## config.mk

```make
export PLATFORM = sky130hd
export DESIGN_NAME = weight_loader
export DESIGN_NICKNAME = d
export VERILOG_FILES = /design/src/rtl/weight_loader_pkg.sv /design/src/rtl/weight_loader_valid_skew_chain.sv /design/src/rtl/weight_loader.sv
export SDC_FILE = /design/constraint.sdc
export NUM_CORES = 1
export LEC_CHECK = 0
export ABC_AREA = 1
export BUFFER_PORTS_ARGS = -buffer_cell sky130_fd_sc_hd__buf_4
export CAP_MARGIN = 20
export CELL_PAD_IN_SITES_DETAIL_PLACEMENT = 1
export CELL_PAD_IN_SITES_GLOBAL_PLACEMENT = 2
export CORE_ASPECT_RATIO = 1.2
export CORE_MARGIN = 4
export CORE_UTILIZATION = 22
export DETAILED_ROUTE_END_ITERATION = 10
export GPL_TIMING_DRIVEN = 0
export PLACE_DENSITY_LB_ADDON = 0.25
export SYNTH_ARGS = -nofsm -noshare
export SYNTH_HDL_FRONTEND = slang
export SYNTH_SLANG_ARGS = --single-unit
export TNS_END_PERCENT = 20
```

## constraint.sdc

```tcl
create_clock -name clk -period 1.2 [get_ports clk]
set_input_delay 0.3 -clock clk [delete_from_list [all_inputs] [get_ports clk]]
set_output_delay 0.3 -clock clk [all_outputs]
set_load 0.03 [all_outputs]
```

## src/rtl/weight_loader_pkg.sv

```systemverilog
// weight_loader_pkg: shared weight type, data width and loader FSM states
package weight_loader_pkg;
  localparam int DATA_WIDTH = 16;
  typedef logic signed [DATA_WIDTH-1:0] weight_t;
  typedef enum logic [2:0] {IDLE, FETCH, FILL, STREAM, DONE} state_e;
endpackage

```

## src/rtl/weight_loader_valid_skew_chain.sv

```systemverilog
// valid_skew_chain: shift register turning one column-0 dequeue pulse into per-column strobes delayed by column index
module valid_skew_chain #(
  parameter int N = 2
) (
  input  logic         clk,
  input  logic         rst,
  input  logic         pulse_i,
  output logic [N-1:0] valid_o
);
  logic [N-1:0] sr_q;
  always_ff @(posedge clk) sr_q <= rst ? '0 : (sr_q << 1) | N'(pulse_i);
  assign valid_o = sr_q;
endmodule

```

## src/rtl/weight_loader.sv

```systemverilog
// weight_loader: fetches one weight tile from the unified buffer, enqueues it into every column accumulator, then issues skewed dequeue strobes
module weight_loader
  import weight_loader_pkg::*;
#(
  parameter int SYSTOLIC_ARRAY_WIDTH = 2,
  parameter int WEIGHT_ACC_WIDTH     = 4,
  parameter int ADDR_WIDTH           = 8
) (
  input  logic                                 clk,
  input  logic                                 rst,
  input  logic                                 start,
  input  logic [ADDR_WIDTH-1:0]                base_addr,
  output logic                                 busy,
  output logic                                 done,
  output logic                                 ub_rd_en,
  output logic [ADDR_WIDTH-1:0]                ub_rd_addr,
  input  weight_t [SYSTOLIC_ARRAY_WIDTH-1:0]   ub_rd_data,
  output logic [SYSTOLIC_ARRAY_WIDTH-1:0]      wacc_valid_data_out,
  output weight_t [SYSTOLIC_ARRAY_WIDTH-1:0]   wacc_data_out,
  output logic [SYSTOLIC_ARRAY_WIDTH-1:0]      wacc_valid_out
);
  localparam int N  = SYSTOLIC_ARRAY_WIDTH;
  localparam int D  = WEIGHT_ACC_WIDTH;
  localparam int CW = $clog2(D + N) + 1;
  localparam logic [CW-1:0] FETCH_LAST  = CW'(D - 1);
  localparam logic [CW-1:0] FILL_LAST   = CW'(1);
  localparam logic [CW-1:0] STREAM_LAST = CW'(D + N - 2);
  localparam logic [CW-1:0] DEQ_END     = CW'(D - 1);
  state_e                state_q, state_d;
  logic [CW-1:0]         cnt_q, cnt_d;
  logic [ADDR_WIDTH-1:0] addr_q, addr_d;
  logic                  rd_en_q, rd_vld_q, busy_q, done_q, deq0;
  logic [N-1:0]          enq_q;
  weight_t [N-1:0]       data_q;
  always_comb begin
    state_d = state_q;
    cnt_d   = cnt_q + CW'(1);
    case (state_q)
      IDLE: begin
        cnt_d = '0;
        if (start) state_d = FETCH;
      end
      FETCH: if (cnt_q == FETCH_LAST) begin
        state_d = FILL;
        cnt_d   = '0;
      end
      FILL: if (cnt_q == FILL_LAST) begin
        state_d = STREAM;
        cnt_d   = '0;
      end
      STREAM: if (cnt_q == STREAM_LAST) begin
        state_d = DONE;
        cnt_d   = '0;
      end
      default: begin
        state_d = IDLE;
        cnt_d   = '0;
      end
    endcase
  end
  assign addr_d = (state_q == IDLE && start) ? base_addr
                : (state_q == FETCH && state_d == FETCH) ? addr_q + ADDR_WIDTH'(1) : addr_q;
  assign deq0 = (state_q == FILL && cnt_q == FILL_LAST) || (state_q == STREAM && cnt_q < DEQ_END);
  always_ff @(posedge clk) begin
    if (rst) begin
      state_q  <= IDLE;
      cnt_q    <= '0;
      addr_q   <= '0;
      rd_en_q  <= 1'b0;
      rd_vld_q <= 1'b0;
      enq_q    <= '0;
      data_q   <= '0;
      busy_q   <= 1'b0;
      done_q   <= 1'b0;
    end else begin
      state_q  <= state_d;
      cnt_q    <= cnt_d;
      addr_q   <= addr_d;
      rd_en_q  <= state_d == FETCH;
      rd_vld_q <= rd_en_q;
      enq_q    <= {N{rd_vld_q}};
      data_q   <= rd_vld_q ? ub_rd_data : '0;
      busy_q   <= state_d != IDLE;
      done_q   <= state_d == DONE;
    end
  end
  valid_skew_chain #(.N(N)) u_skew (
    .clk     (clk),
    .rst     (rst),
    .pulse_i (deq0),
    .valid_o (wacc_valid_out)
  );
  assign busy                = busy_q;
  assign done                = done_q;
  assign ub_rd_en            = rd_en_q;
  assign ub_rd_addr          = addr_q;
  assign wacc_valid_data_out = enq_q;
  assign wacc_data_out       = data_q;
endmodule

```

==> results_dict.tcl <==
set metrics [dict create \
    wl_per_cell_um 11.8 \
    synth_commonest_cells "62 x inv_1, 59 x nor2_1, 54 x dfxtp_1" \
    cp_max_fo 5 \
    cts_root_buf "clkbuf_8" \
    gp_congestion 0.715 \
    placementRows 38 \
    grt_overflow_total 0 \
    cpLargestDelayFamily "flip-flops" \
    fin_area_mm2 0.00322 \
    finalClockSkew_ps 4.65 \
    worst_pin_slew_ps 361 \
    io_buffers 89 \
    holdPathStages 3 \
    cts_tree "yes" \
    cts.clk_slew.worst_paths_ps 100 \
    path_buf_inv 3 \
    worstPathArrival_ps 1420 \
    end_kind "flop" \
    hp-class "in2reg" \
    crit_path_top_delay_cell "dfxtp_4" \
    power_switching_mw 1.02 \
    cp.depth 9 \
    wl_mm 5.83 \
    drive_gt1_frac 0.435 \
    min_period_ps 1210 \
    yosysMostFrequentCell "inv_1" \
    grt_antenna_before_repair 0 \
    ios 90 \
    clockBufferDepth 2 \
    crit_start "cnt_q[0]$_SDFF_PP0_" \
    dp_slack_ps -169 \
    cts_buffers 5 \
    fmax_ghz 0.829 \
    ys_seq_area_frac 0.532 \
    synth_area_leaders "dfxtp_1 53%, inv_1 11%, nor2_1 11%" \
    synth_top_cell_area_share 0.532 \
    ys.flop_type "dfxtp_1" \
    cts_num_sinks 54 \
    worst_path_largest_cell_delay_ps 390 \
    htreeDepth 2 \
    layout_worst_path_cycle_share 1.01 \
    start_util 0.225 \
    drv_slew 0 \
    grt_pass1_vias 2023 \
    drtIter0Drc 52 \
    postRouteAntennaNets 0 \
    drtPass1Iterations 4 \
    synth_area_mm2 0.00203 \
    synth_cell_types 24 \
    setup_violations 2 \
    min_from "ub_rd_data[20]" \
    fin_util 0.357 \
    peakVddDrop_mv 0.405 \
    areaGrowthSynthToFinish_pct 58.6 \
    comb_power_share 0.183 \
    hold_viol_final 0 \
    nNetsFinal 422 \
    power_frac_clock 0.279 \
    grt_usage 0.109 \
    async_flop_share 0 \
    hold_slack_ps 196 \
    relSlewSlack 0.759 \
    ys_warn_count 0 \
    crit_type "reg2reg" \
    sw_frac_of_total 0.286 \
    hold_buffers 0 \
    clk_latency_ps 300 \
    fin_total_pwr_mw 3.58 \
    die_y_um 113 \
    rsz0062_at_grt "yes" \
    status "finished with violations" \
    r2r_start "cnt_q[0]$_SDFF_PP0_" \
    routed_via_density 4.01 \
    grt_pass1_wl_mm 9.12 \
    die-area_mm2 0.0108 \
    required_ps 1410 \
    core_mm2 0.00903 \
    synth_edf_count 0 \
    synth_top_area_cell "dfxtp_1" \
    cell_internal_pwr_mw 2.56 \
    fin_ws_ps -6.47 \
    diodes 0 \
    num_vias 1987 \
    syn-num-nets 316 \
    ys_seq_elements 54 \
    grt_max_degree 17 \
    drc 0 \
    p_seq_frac 0.538 \
    dp_hpwl_mm 4.44 \
    worstPathCellList "ha_4 > nand2_2 > nand2_2 > nand2_4 > buf_6 > o21ai_2 > inv_1 > nand2_1 > inv_1" \
    syn_avg_cell_area_um2 7.55 \
    fp.dieW_um 95.7 \
    max_cap_violations 0 \
    syn_inst 269 \
    start_kind "flop" \
    post_dp_cell_area_mm2 0.00287 \
    rr_worst_depth 9 \
    cellLeakagePower_nw 1.70 \
    power_density_mw_per_mm2 1110 \
    violations "setup timing" \
]
-- repair_timing --
action,4_1_cts,5_1_grt
setup endpoints to repair,21,32
gates cloned,1,0
pin swaps,3,17
buffers inserted,4,5
gates resized for setup,32,40
-- cell usage in the layout (no fill, tap or decap), types with 6 or more instances in the layout --
master | synthesis | routed
nand3_1 | 24 | 20
buf_6 | 1 | 7
o21ai_1 | 5 | 6
inv_1 | 62 | 57
dfxtp_4 | 0 | 12
dfxtp_1 | 54 | 38
buf_4 | 1 | 95
nand2_1 | 32 | 25
nand2_2 | 0 | 6
nor2_1 | 59 | 54
-- registers in the layout, summed over array words and instances (netlist names) --
register	flops
wacc_data_out	32
ub_rd_addr	8
cnt_q	4
state_q	3
u_skew.valid_o	2
busy	1
done	1
rd_vld_q	1
ub_rd_en	1
wacc_valid_data_out	1
-- layer usage --
layer,vias up,wire length [um],global-route usage
met3,4,309,0.0299
met1,937,2180,0.112
met4,0,63,0.0370
met5,-,0,0
met2,44,3280,0.206
li1,1002,-,-
-- path summary, 6_finish.rpt --
path                                  end  slack [ps]
max            ub_rd_addr[6]$_SDFFE_PP0P_          -6
min          wacc_data_out[20]$_SDFF_PP0_         200
max reg2reg    ub_rd_addr[6]$_SDFFE_PP0P_          -6
min reg2reg  u_skew.valid_o[1]$_SDFF_PP0_         430
-- per-stage QoR --
stage	setup TNS (ps)	cells
global route	-703	495
global placement	-3050	478
finish	-6.71	495
detailed placement	-3640	478
CTS	-237	490
floorplan	-8.78	269
-- kinds of logic after synthesis --
logic type	share of synthesized area
xor gates and xnor gates	0.00863
buffers and inverters	0.139
DFF	0.532
adders and majority gates	0.0246
AOI/OAI and AO/OA	0.0468
and+or+nand+nor	0.249
-- power by group through the flow --
stage / sequential (mW) / clock, mW / combinational, mW
6_report: 1.92 / 0.997 / 0.656
5_1_grt: 1.94 / 1.14 / 0.727
4_1_cts: 1.93 / 1.08 / 0.634
3_5_place_dp: 1.96 / 0 / 0.597
3_3_place_gp: 1.96 / 0 / 0.588
2_1_floorplan: 2.07 / 0 / 0.211
-- cell type report --
class,instances,area (um2)
plain buffers,7,53.8
clock buffers,5,68.8
clock inverters,2,13.8
fillers,1134,5810
inverters,64,245
multi-input cells,144,800
flip-flops and latches,54,1130
well taps,120,150
repair buffers,99,758
-- worst register-to-register path: cells and delay by family (launching register included) --
family          cells  cell delay, ps
flops               1             390
simple gates        4             270
buf+inv             3             220
fa+ha+maj           1             140
compound gates      1             100
(Power assumes the default switching activity.)
